`src/rtl/mem_arbiter.sv`:
```
// mem_arbiter: two-requester round-robin arbiter and sequencer for a
// single-port synchronous data memory. One transaction at a time is latched,
// issued for a single cycle, optionally waited on for RD_LAT cycles, and
// completed with a one-cycle ack to the owning requester.
module mem_arbiter #(
  parameter int AW     = 16,
  parameter int DW     = 16,
  parameter int RD_LAT = 1
) (
  input  logic          Clock,
  input  logic          Resetn,
  input  logic          req0,
  input  logic          we0,
  input  logic [AW-1:0] addr0,
  input  logic [DW-1:0] wdata0,
  output logic          ack0,
  output logic [DW-1:0] rdata0,
  input  logic          req1,
  input  logic          we1,
  input  logic [AW-1:0] addr1,
  input  logic [DW-1:0] wdata1,
  output logic          ack1,
  output logic [DW-1:0] rdata1,
  output logic          mem_en,
  output logic          mem_we,
  output logic [AW-1:0] mem_addr,
  output logic [DW-1:0] mem_wdata,
  input  logic [DW-1:0] mem_rdata,
  output logic          busy,
  output logic          grant_id
);

  typedef enum logic [1:0] {IDLE, ISSUE, WAIT, DONE} state_t;

  localparam logic [2:0] LAT = 3'(RD_LAT);

  state_t        r_state;
  state_t        w_next;
  logic          w_take;
  logic          w_pick;
  logic          r_we;
  logic [AW-1:0] r_addr;
  logic [DW-1:0] r_wdata;
  logic          r_grant;
  logic          r_last;
  logic [2:0]    r_cnt;
  logic          r_ack0;
  logic          r_ack1;
  logic [DW-1:0] r_rdata0;
  logic [DW-1:0] r_rdata1;

  // Next-state and arbitration decision; the winner alternates on contention.
  always_comb begin
    w_next = r_state;
    w_take = 1'b0;
    w_pick = 1'b0;
    case (r_state)
      IDLE: begin
        w_take = req0 | req1;
        if (req0 && req1) w_pick = ~r_last;
        else              w_pick = req1;
        if (w_take) w_next = ISSUE;
      end
      ISSUE:   w_next = r_we ? DONE : WAIT;
      WAIT:    if (r_cnt == 3'd1) w_next = DONE;
      DONE:    w_next = IDLE;
      default: w_next = IDLE;
    endcase
  end

  // State register; reset aborts any transaction in flight.
  always_ff @(posedge Clock or posedge Resetn) begin
    if (Resetn) r_state <= IDLE;
    else        r_state <= w_next;
  end

  // Latch the winner's command so later input changes cannot reach memory.
  always_ff @(posedge Clock or posedge Resetn) begin
    if (Resetn) begin
      r_we    <= 1'b0;
      r_addr  <= '0;
      r_wdata <= '0;
      r_grant <= 1'b0;
    end else if (r_state == IDLE && w_take) begin
      r_we    <= w_pick ? we1    : we0;
      r_addr  <= w_pick ? addr1  : addr0;
      r_wdata <= w_pick ? wdata1 : wdata0;
      r_grant <= w_pick;
    end
  end

  // Read-latency counter: loaded on issue, counts down through WAIT.
  always_ff @(posedge Clock or posedge Resetn) begin
    if (Resetn)                 r_cnt <= '0;
    else if (r_state == ISSUE)  r_cnt <= LAT;
    else if (r_state == WAIT)   r_cnt <= r_cnt - 3'd1;
  end

  // Capture read data for the owner in the final WAIT cycle; writes leave it alone.
  always_ff @(posedge Clock or posedge Resetn) begin
    if (Resetn) begin
      r_rdata0 <= '0;
      r_rdata1 <= '0;
    end else if (r_state == WAIT && r_cnt == 3'd1) begin
      if (r_grant) r_rdata1 <= mem_rdata;
      else         r_rdata0 <= mem_rdata;
    end
  end

  // Registered completion pulse, high exactly for the DONE cycle.
  always_ff @(posedge Clock or posedge Resetn) begin
    if (Resetn) begin
      r_ack0 <= 1'b0;
      r_ack1 <= 1'b0;
    end else begin
      r_ack0 <= (w_next == DONE) && !r_grant;
      r_ack1 <= (w_next == DONE) &&  r_grant;
    end
  end

  // Remember the last completed owner; starts at 1 so requester 0 wins first.
  always_ff @(posedge Clock or posedge Resetn) begin
    if (Resetn)                r_last <= 1'b1;
    else if (r_state == DONE)  r_last <= r_grant;
  end

  assign mem_en    = (r_state == ISSUE);
  assign mem_we    = (r_state == ISSUE) && r_we;
  assign mem_addr  = r_addr;
  assign mem_wdata = r_wdata;
  assign busy      = (r_state != IDLE);
  assign grant_id  = r_grant;
  assign ack0      = r_ack0;
  assign ack1      = r_ack1;
  assign rdata0    = r_rdata0;
  assign rdata1    = r_rdata1;

endmodule

```
`config.mk`:
```
export PLATFORM = sky130hd
export DESIGN_NAME = mem_arbiter
export DESIGN_NICKNAME = d
export VERILOG_FILES = /design/src/rtl/mem_arbiter.sv
export SDC_FILE = /design/constraint.sdc
export NUM_CORES = 1
export LEC_CHECK = 0
export ABC_AREA = 1
export BUFFER_PORTS_ARGS = -buffer_cell sky130_fd_sc_hd__buf_4
export CELL_PAD_IN_SITES_DETAIL_PLACEMENT = 1
export CELL_PAD_IN_SITES_GLOBAL_PLACEMENT = 2
export CORE_UTILIZATION = 25
export DETAILED_ROUTE_END_ITERATION = 8
export GPL_TIMING_DRIVEN = 0
export PLACE_DENSITY_LB_ADDON = 0.1
export SETUP_SLACK_MARGIN = 0.1
export SLEW_MARGIN = 30
export SYNTH_ARGS = -nofsm -noshare
export SYNTH_HDL_FRONTEND = slang
export SYNTH_SLANG_ARGS = --single-unit
```
`constraint.sdc`:
```
create_clock -name Clock -period 2.5 [get_ports Clock]
set_input_delay 0.375 -clock Clock [delete_from_list [all_inputs] [get_ports Clock]]
set_output_delay 0.375 -clock Clock [all_outputs]
set_load 0.05 [all_outputs]
```
After elaboration in Yosys (flattened, before gate mapping)
Cells that the tools add are included.

Add/subtract/negate cells: 1. Equal/unequal tests: 5. Mux-type cells: 12. Bitwise gates (word level): 3. Reductions and logical operators: 12.

Operators by type and width (count): $mux W16 (2); $pmux W2 S4 (1); $eq A2 B2 Y1 const B (3); $logic_and A1 B1 Y1 (6); $mux W3 (2); $mux W1 (5); $mux W2 (2); $reduce_and A2 Y1 (2); $reduce_bool A2 Y1 (2); $eq A3 B1 Y1 const B (1); $sub A3 B1 Y3 const B (1); $eq A2 B1 Y1 const B (1); $logic_not A2 Y1 (1); $not A1 Y1 (2); $logic_not A1 Y1 (1); $or A1 B1 Y1 (1).

Register bits after elaboration: 74. Input bits: 86. Output and inout bits: 70. Word-level logic and storage cells: 44.

Depth between registers and ports, before layout
Gate-level depths: netlist of the first run.

Word-level depth: 5. Gate-level depth with buffers: 8. Mapped depth without buffers: 7.

Worst setup path before layout of the first run
OpenSTA, ideal clock, no wires.

Kind: register to output. From: reg r_state[1]. To: out mem_we. Data arrival time: 1.404 ns. Required time: 2.125 ns. Setup slack: 0.721 ns. Cell stages (with the launch flop): 5. Path buffers: 0. Cell sequence: dfrtp_1 -> inv_1 -> ha_1 -> nand2_1 -> inv_1.

Longest elaborated chain between the ends: 2.

RTL lines: start, declared (RTL line 37) `state_t r_state;`; start signal, assigned (RTL line 74) `else r_state <= w_next;`; $eq A2 B1 Y1; via mem_en (RTL line 24) `output logic mem_en,`; $logic_and A1 B1 Y1 (RTL line 128) `assign mem_we = (r_state == ISSUE) && r_we;`; end, declared (RTL line 25) `output logic mem_we,`.

The timed path passes the listed nets, and every way through them passes these cells.

Final worst setup path of the first run
From: reg r_state[0]. To: out busy.

Longest elaborated chain between the ends: 1.

RTL lines: $reduce_bool A2 Y1 (RTL line 131) `assign busy = (r_state != IDLE);`; end, declared (RTL line 29) `output logic busy,`.

No other way between the ends.

==> results of run 1 <==
cells by family after synthesis:
kind of cell	share of synthesized area [%]
compound gates	13.23
fa+ha+maj	2.638
flops	55.82
xor+xnor	0.2639
buf+inv	10.14
simple gates	17.90
worst max-delay path, cell delays in order, from the launching register on:
cell and delay [ps]:
dfrtp_1 420, inv_1 150, ha_1 290, inv_1 70, buf_4 190
worst min-delay path by stage:
| stage | to | cells after the start | slack, ps |
|---|---|---|---|
| detailed placement | rdata1[10] | 2 | 310 |
| global placement | mem_addr[2] | 2 | 470 |
| CTS | r_we | 3 | 280 |
| floorplan | r_we | 2 | 470 |
| global route | mem_addr[14] | 3 | 280 |
| finish | mem_wdata[12] | 3 | 290 |
sequential cells by signal, summed over array words and instances, names as in the netlist, 2 cells and up:
signal / cells
mem_addr: 16
mem_wdata: 16
rdata0: 16
rdata1: 16
r_cnt: 3
r_state: 2
layout make-up:
class | instances | share of cell area, %
flip-flops and latches | 74 | 36.85
repair buffers | 157 | 23.89
multi-input cells | 230 | 22.47
inverters | 63 | 4.852
clock buffers | 11 | 4.628
well taps | 172 | 4.280
plain buffers | 18 | 1.941
clock inverters | 5 | 1.095
cell usage in the layout, fill, tap and decap left out, types with 2 or more instances in the layout:
cell / synthesis / layout
clkinvlp_4: 0 / 2
inv_1: 61 / 60
nand3_1: 3 / 3
nand2_1: 138 / 138
o21ai_0: 33 / 33
clkinv_2: 0 / 2
buf_4: 3 / 158
ha_1: 7 / 7
buf_2: 15 / 15
clkbuf_16: 0 / 9
o211ai_1: 33 / 33
nor2_1: 4 / 4
dfrtp_1: 73 / 73
a21oi_1: 4 / 4
clkbuf_1: 0 / 2
power groups by stage:
stage	registers [W]	logic [W]	clock network [W]
after global placement	0.00215	0.00439	0
after global routing	0.00222	0.00475	0.00136
after CTS	0.00215	0.00446	0.00133
after detailed placement	0.00216	0.00445	0
final	0.00214	0.00439	0.00128
after floorplan	0.00395	0.00118	0
layer usage:
layer / track usage, % / vias up / wire length, um / part of all wire (%)
met5: 0 / - / 0 / 0
met4: 7.089 / 0 / 177 / 1.7
met3: 5.149 / 12 / 894 / 8.6
met2: 27.18 / 102 / 5012 / 48
met1: 18.62 / 1473 / 4319 / 42
li1: - / 1534 / - / -
per-stage QoR:
stage	setup WS, ps	power, W	utilization [%]	cell area (um2)
after floorplan	245.0	0.005133	-	3319
after global placement	-959.1	0.006536	36.78	4698
after detailed placement	866.7	0.006611	37.04	4731
after CTS	645.5	0.007934	39.37	5029
after global routing	590.7	0.008329	39.37	5029
final	680.5	0.007803	39.37	5029
==> reports/metrics.cfg, run 1 <==
[outcome]
status = complete, no violations

[cts]
path_clk_slew_ps = 60
h-tree-depth = 3
cts_hold_buf = 1
clock_path_buffers = 2
cts_tree = done
cts.repair.resized = 0
cts.sinks = 74
worstSkewPairLatency_ps = 340
cts_buffers = 9
post_cts_buffers = 0
root_buffer = clkbuf_16

[global_route]
grt_pass1_wl_um = 16490
grt-ovfl-total = 0
antenna_found_initial = 0
track_usage_pct = 16.08
grt_max_degree = 62
grt_pass1_vias = 3241

[min_path]
hold_class = in2reg
holdCritStartpoint = wdata1[12]

[floorplan]
die-area_mm2 = 0.01374
io_pins = 156
start_util_pct = 25.99
fp-row-count = 41
fp.dieH_um = 117.2
core_mm2 = 0.01277
fp.dieW_um = 117.2

[detailed_routing]
ant_nets = 0
vias = 3121
vias_per_cell = 4.275
drc = 0
drt_wl_total_um = 10400
avgRoutedWirePerCell_um = 14.25
drtIter0Drc = 118
dr.pass1.iters = 4

[worst_setup_path]
start_kind = flop
r2r-end = mem_wdata[13]
endpoint = busy
path_class = reg2out
startpoint = r_state[0]
reg2reg_depth = 7
cp.required_ps = 2120
rr_startpoint = r_state[0]
path_max_fanout = 4
worstSetupEndpointType = output port
r2r_setup_slack_ps = 900
cp.arrival_ps = 1440

[placement]
dp_cells = 713
dp_hpwl_um = 7701
io_buffers = 155
gp_congestion = 0.7545

[power_and_ir_drop]
internal-power_w = 0.003871
powerDensity_mw_per_mm2 = 1552
power.switching_w = 0.003931
switching_share_pct = 50.39
power_frac_comb_pct = 56.2
vdd_drop_max_uv = 460.9
seqPwrFrac_pct = 27.4
p_leak_nw = 2.850
clkPwrFrac_pct = 16.4

[sta]
fin_hold_ws_ps = 286.1
tns_ps = 0
slew_headroom_pct = 78.63
setup_violations = 0
clock.fmax_mhz = 549.6
fin_crit_sh_pct = 72.78
min_period_ps = 1819
rsz0062_at_grt = false
tightest_slew_ps = 320.6
fin_skew_ps = 7.106
finalHoldViolCount = 0
slew_violations = 0

[job]
timing.max_cap.violations = 0

[synth]
synth_ff_type = dfrtp_1
ys_ff_latch = 74
synthTopCellsByCount = nand2_1, dfrtp_1, inv_1, o211ai_1, o21ai_0
synth_fp_nets = 478
synth_async_sr_flop_share_pct = 100.0
yosys_warnings = 0
yosys.area.top_type_share_pct = 55.03
syn_inst = 385
synth-seq-area-share_pct = 55.82
ys_types = 22
yosys.area.top_type = dfrtp_1
synth_area_per_cell_um2 = 8.622
yosysMostFrequentCell = nand2_1
synth_edf_count = 0
synthTopCellsByArea = dfrtp_1, nand2_1, o211ai_1
netlist_area_mm2 = 0.003319

[final_layout]
fill_cells = 1508
layout.nets = 646
syn2layout_area_growth_pct = 51.49
layout-drive-gt1-share_pct = 35.13
multi_input_area_mm2 = 0.001130
layout.cells.non_filler = 730
antenna_cells = 0
layout.area.seq_mm2 = 0.001853

Power figures use the tool's default switching activity.
==> inputs of run 2 (changes only) <==
--- a/config.mk
+++ b/config.mk
@@ -9,7 +9,7 @@
 export BUFFER_PORTS_ARGS = -buffer_cell sky130_fd_sc_hd__buf_4
 export CELL_PAD_IN_SITES_DETAIL_PLACEMENT = 1
 export CELL_PAD_IN_SITES_GLOBAL_PLACEMENT = 2
-export CORE_UTILIZATION = 25
+export CORE_UTILIZATION = 23
 export DETAILED_ROUTE_END_ITERATION = 8
 export GPL_TIMING_DRIVEN = 0
 export PLACE_DENSITY_LB_ADDON = 0.1
==> constraint.sdc (replaced) <==
create_clock -name Clock -period 1.54 [get_ports Clock]
set_input_delay 0.231 -clock Clock [delete_from_list [all_inputs] [get_ports Clock]]
set_output_delay 0.231 -clock Clock [all_outputs]
set_load 0.05 [all_outputs]
==> run 2 against run 1 <==
  * Combinational power increased by 81%
  * Sequential power increased by 64%
  * Total power increased by 73%
  * First-iteration DRC count decreased by 42%
  * Clock power increased by 60%
  * Register-to-register slack got worse by 770 ps
  * Critical path depth unchanged
  * Flip-flop and latch count unchanged
  * Critical path type unchanged
  * Highest routed layer unchanged
==> reports/metrics.cfg, run 2 (synthesis gave the netlist of run 1 again) <==
[sta]
finalHoldViolCount = 0
clock.fmax_mhz = 659.8
setup_slack_ps = 24.36
fin_hold_ws_ps = 137.6
min_period_ps = 1516
rsz0062_at_grt = true
fin_skew_ps = 4.310
slew_violations = 0
fin_crit_sh_pct = 98.42
setup_violations = 0
slew_headroom_pct = 68.18
tightest_slew_ps = 476.4

[final_layout]
layout-drive-gt1-share_pct = 40.87
antenna_cells = 0
fill_cells = 1648
layout.nets = 663
most-common-layout-cells = buf_4, nand2_1, dfrtp_1
layout.cells.non_filler = 755
design_area_mm2 = 0.005483
layout_commonest_cell = buf_4
syn2layout_area_growth_pct = 65.17

[power_and_ir_drop]
power.total_w = 0.01351
vdd_drop_max_uv = 603.7
p_leak_nw = 3.010
powerDensity_mw_per_mm2 = 2463

[worst_setup_path]
cp.required_ps = 1310
cp_cell_sequence = ha_4, nand2_4, clkinvlp_4, buf_8
start_kind = flop
crit_path_top_delay_cell = dfrtp_2
path_max_fanout = 3
cp.arrival_ps = 1280
path_class = reg2out
worstSetupEndpointType = output port
cpPeakStageDelay_ps = 460

[outcome]
status = complete, no violations

[cts]
cts.sinks = 74
path_clk_slew_ps = 60
cts_buffers = 9
clock_path_buffers = 2
cts_tree = done
worstSkewPairLatency_ps = 340
h-tree-depth = 3
root_buffer = clkbuf_16

[placement]
dp_hpwl_um = 8030
gp_congestion = 0.6907
placed_cell_area_mm2 = 0.004793
dp_cells = 723
dpl_worst_slack_ps = -92.06
io_buffers = 155

[detailed_routing]
avgRoutedWirePerCell_um = 14.98
drtIter0Drc = 69
vias_per_cell = 4.216
dr.pass1.iters = 4
vias = 3183
drc = 0
ant_nets = 0
drt_wl_total_um = 11310

[floorplan]
die-area_mm2 = 0.01492
io_pins = 156
core_mm2 = 0.01399
fp-row-count = 43
fp.dieH_um = 122.1
start_util_pct = 23.73
fp.dieW_um = 122.1

[global_route]
antenna_found_initial = 0
track_usage_pct = 15.67
grt_pass1_vias = 3374
grt-ovfl-total = 0
grt_max_degree = 25
grt_pass1_wl_um = 17630

[job]
timing.max_cap.violations = 0

[min_path]
hold_class = in2reg

[run 2: worst max-delay path: cells and delay by family (launching register included)]
kind,cells,cell delay (ps)
buffers and inverters,2,230
and+or+nand+nor,1,60
DFF,1,460
adders and majority gates,1,200
[run 2: area by class of cell]
cell class / instances / area (um2) / share of cell area [%]
inverter: 63 / 254.0 / 4.633
sequential: 74 / 1854 / 33.82
clock inverter: 4 / 25.02 / 0.4564
multi-input combinational: 230 / 1259 / 22.96
timing repair buffer: 174 / 1415 / 25.81
tap: 180 / 225.2 / 4.108
buffer: 18 / 183.9 / 3.355
clock buffer: 12 / 266.5 / 4.861
[run 2: per-layer routing]
layer	global-route usage, %	part of all wire [%]
met4	6.402	1.6
met5	0	0
met1	18.75	41
met2	26.20	50
met3	4.588	6.6
[run 2: final timing paths]
| path | depth (start not counted) | from | slack (ps) | to |
|---|---|---|---|---|
| setup / recovery | 4 | r_state[0] | 20 | mem_we |
| hold / removal | 3 | wdata1[1] | 140 | mem_wdata[1] |
| setup reg to reg | 7 | r_state[0] | 130 | r_state[0] |
| hold reg to reg | 2 | mem_addr[2] | 480 | mem_addr[2] |
| max in group asynchronous | 5 | Resetn | 330 | r_last |
| min in group asynchronous | 3 | Resetn | 470 | rdata1[5] |
[run 2: timing repair]
action,in CTS,in global routing
setup buffers,4,7
pin swaps,1,5
gates cloned,2,2
hold endpoints to repair,15,0
setup endpoints to repair,68,67
hold buffers,1,0
gates resized for setup,38,44
[run 2: where the power goes]
group          total, W  switching (W)  internal [W]
clock           0.00205       0.000834       0.00122
sequential      0.00352       0.000592       0.00293
combinational   0.00793        0.00532       0.00261
[run 2: through the flow]
stage | util [%] | setup TNS [ps]
4_1_cts | 37.58 | 0
2_1_floorplan | - | 0
3_3_place_gp | 33.73 | -16010
6_report | 39.20 | 0
3_5_place_dp | 34.27 | -2673
5_1_grt | 39.20 | -15.46
==> inputs of run 3 (changes only) <==
--- a/config.mk
+++ b/config.mk
@@ -9,11 +9,12 @@
 export BUFFER_PORTS_ARGS = -buffer_cell sky130_fd_sc_hd__buf_4
 export CELL_PAD_IN_SITES_DETAIL_PLACEMENT = 1
 export CELL_PAD_IN_SITES_GLOBAL_PLACEMENT = 2
-export CORE_UTILIZATION = 23
+export CORE_UTILIZATION = 27
 export DETAILED_ROUTE_END_ITERATION = 8
 export GPL_TIMING_DRIVEN = 0
 export PLACE_DENSITY_LB_ADDON = 0.1
 export SETUP_SLACK_MARGIN = 0.1
+export SKIP_CTS_REPAIR_TIMING = 1
 export SLEW_MARGIN = 30
 export SYNTH_ARGS = -nofsm -noshare
 export SYNTH_HDL_FRONTEND = slang
==> constraint.sdc (replaced) <==
create_clock -name Clock -period 1.75 [get_ports Clock]
set_input_delay 0.2625 -clock Clock [delete_from_list [all_inputs] [get_ports Clock]]
set_output_delay 0.2625 -clock Clock [all_outputs]
set_load 0.05 [all_outputs]
==> run 3 against run 2 <==
  * Routed wire length is 11% lower
  * Highest routed layer unchanged
  * Critical endpoint unchanged
  * Global-route usage is 1.2 points higher
  * Die area is 15% lower
  * Final cell count is 6.4% lower
  * Sequential share of layout area is 2.5 points higher
  * Clock power is 7% lower
  * Non-clock buffer count is 15 lower
  * Clock skew is 1.3 ps higher
  * Via count is 3.2% lower
  * Total power is 16% lower
  * Flip-flop and latch count stayed put
  * Critical path type unchanged
==> reports/metrics.cfg, run 3 (synthesis gave the netlist of run 1 again) <==
[worst_setup_path]
crit_path_top_delay_cell = dfrtp_1
crit_family = flip-flops
crit_buf_inv = 3
cp.required_ps = 1490
cp_cell_sequence = inv_2, ha_4, nand2_1, inv_1, buf_6
path_class = reg2out
rr_startpoint = r_state[0]
cpPeakStageDelay_ps = 410
cp.arrival_ps = 1300
path_max_fanout = 5
reg2reg_depth = 7
start_kind = flop
worstSetupEndpointType = output port
r2r_setup_slack_ps = 210
r2r-end = rdata0[2]

[final_layout]
layout_commonest_cell = buf_4
antenna_cells = 0
fin_util_pct = 42.54
most-common-layout-cells = buf_4, nand2_1, dfrtp_1
syn2layout_area_growth_pct = 53.94
layout-drive-gt1-share_pct = 36.43
layout.cells.non_filler = 707
layout.nets = 648

[power_and_ir_drop]
power_frac_comb_pct = 56.3
powerDensity_mw_per_mm2 = 2216
clkPwrFrac_pct = 16.8
switching_share_pct = 49.68
p_leak_nw = 2.885
power.switching_w = 0.005625
vdd_drop_max_uv = 714.6
seqPwrFrac_pct = 27.0
internal-power_w = 0.005698

[floorplan]
start_util_pct = 27.64
io_pins = 156
fp-row-count = 40
die-area_mm2 = 0.01274
core_mm2 = 0.01201
fp.dieH_um = 112.9
fp.dieW_um = 112.9

[cts]
root_buffer = clkbuf_16
cts_tree = done
cts.sinks = 74
path_clk_slew_ps = 60
h-tree-depth = 3
worstSkewPairLatency_ps = 330
cts_buffers = 9
clock_path_buffers = 2

[global_route]
grt_pass1_wl_um = 16620
grt_max_degree = 22
track_usage_pct = 16.83
grt_pass1_vias = 3333
grt-ovfl-total = 0
antenna_found_initial = 0

[sta]
setup_violations = 0
fin_hold_ws_ps = 179.6
slew_headroom_pct = 69.71
fin_crit_sh_pct = 89.20
finalHoldViolCount = 0
fin_skew_ps = 5.617
min_period_ps = 1561
slew_violations = 0
clock.fmax_mhz = 640.6
rsz0062_at_grt = true
tightest_slew_ps = 453.4
setup_slack_ps = 189.0

[placement]
io_buffers = 155
dp_hpwl_um = 7575
gp_congestion = 0.7318
dpl_worst_slack_ps = 118.3
dp_cells = 690

[detailed_routing]
vias = 3080
wl_met3_um = 733
drc = 0
vias_per_cell = 4.356
drtIter0Drc = 103
avgRoutedWirePerCell_um = 14.25
wl_met2_um = 4836
drt_wl_total_um = 10080
dr.pass1.iters = 4
ant_nets = 0
routed.top_layer = met4
wl_met1_um = 4358

[min_path]
hold_class = in2reg
holdPathEnd = mem_wdata[0]
holdCritStartpoint = wdata1[0]
holdPathStages = 3

[job]
timing.max_cap.violations = 0

[outcome]
status = complete, no violations

-- run 3: changes by cell type in the layout (fill, tap and decap cells not counted), moves of 3 or more --
cell     delta
buf_4       -5
o21ai_1    -11
o21ai_0    +11
nand2_1     +4
buf_8       -5
buf_6       -9
buf_2       +8
nand3_1     +3
inv_1       +4
ha_1        +3
-- run 3: through the flow --
step | cell area [um2] | power (W) | setup TNS, ps
2_1_floorplan | 3326 | 0.007339 | 0
3_3_place_gp | 4673 | 0.009331 | -43.98
3_5_place_dp | 4756 | 0.009458 | 0
4_1_cts | 5062 | 0.01141 | 0
5_1_grt | 5110 | 0.01206 | 0
6_report | 5110 | 0.01132 | 0
-- run 3: worst register-to-register path: stages (launching register included) --
cell	delay, ps
dfrtp_2	450
inv_2	120
ha_1	170
nand3_1	100
inv_1	80
nand2_1	130
clkbuf_4	230
o21ai_0	180
-- run 3: layout make-up --
type | count | area (um2)
inverters | 63 | 242.7
repair buffers | 159 | 1260
well taps | 147 | 183.9
flip-flops and latches | 74 | 1854
fillers | 1453 | 6902
plain buffers | 18 | 107.6
clock inverters | 4 | 50.05
clock buffers | 12 | 256.5
multi-input cells | 230 | 1155
-- run 3: power by group through the flow --
| stage | Sequential, W | Combinational, W | Clock [W] |
|---|---|---|---|
| after global routing | 0.00320 | 0.00685 | 0.00201 |
| after global placement | 0.00305 | 0.00628 | 0 |
| after floorplan | 0.00565 | 0.00169 | 0 |
| final | 0.00305 | 0.00637 | 0.00190 |
| after CTS | 0.00306 | 0.00639 | 0.00195 |
| after detailed placement | 0.00307 | 0.00639 | 0 |
-- run 3: worst max-delay path by stage --
stage / from / endpoint / slack (ps) / cells after the start
2_1_floorplan: r_state[1] / mem_we / 250 / 4
4_1_cts: r_state[0] / busy / 10 / 4
6_report: r_state[1] / mem_we / 190 / 5
3_5_place_dp: r_state[0] / mem_addr[10] / 120 / 7
5_1_grt: r_state[0] / rdata1[5] / 90 / 7
3_3_place_gp: Resetn / mem_addr[0] / -3 / 2
-- run 3: per-layer routing --
metal / track usage, % / vias up
met4: 6.316 / 0
met5: 0 / -
met2: 28.48 / 99
met1: 20.31 / 1421
met3: 4.928 / 14
li1: - / 1546
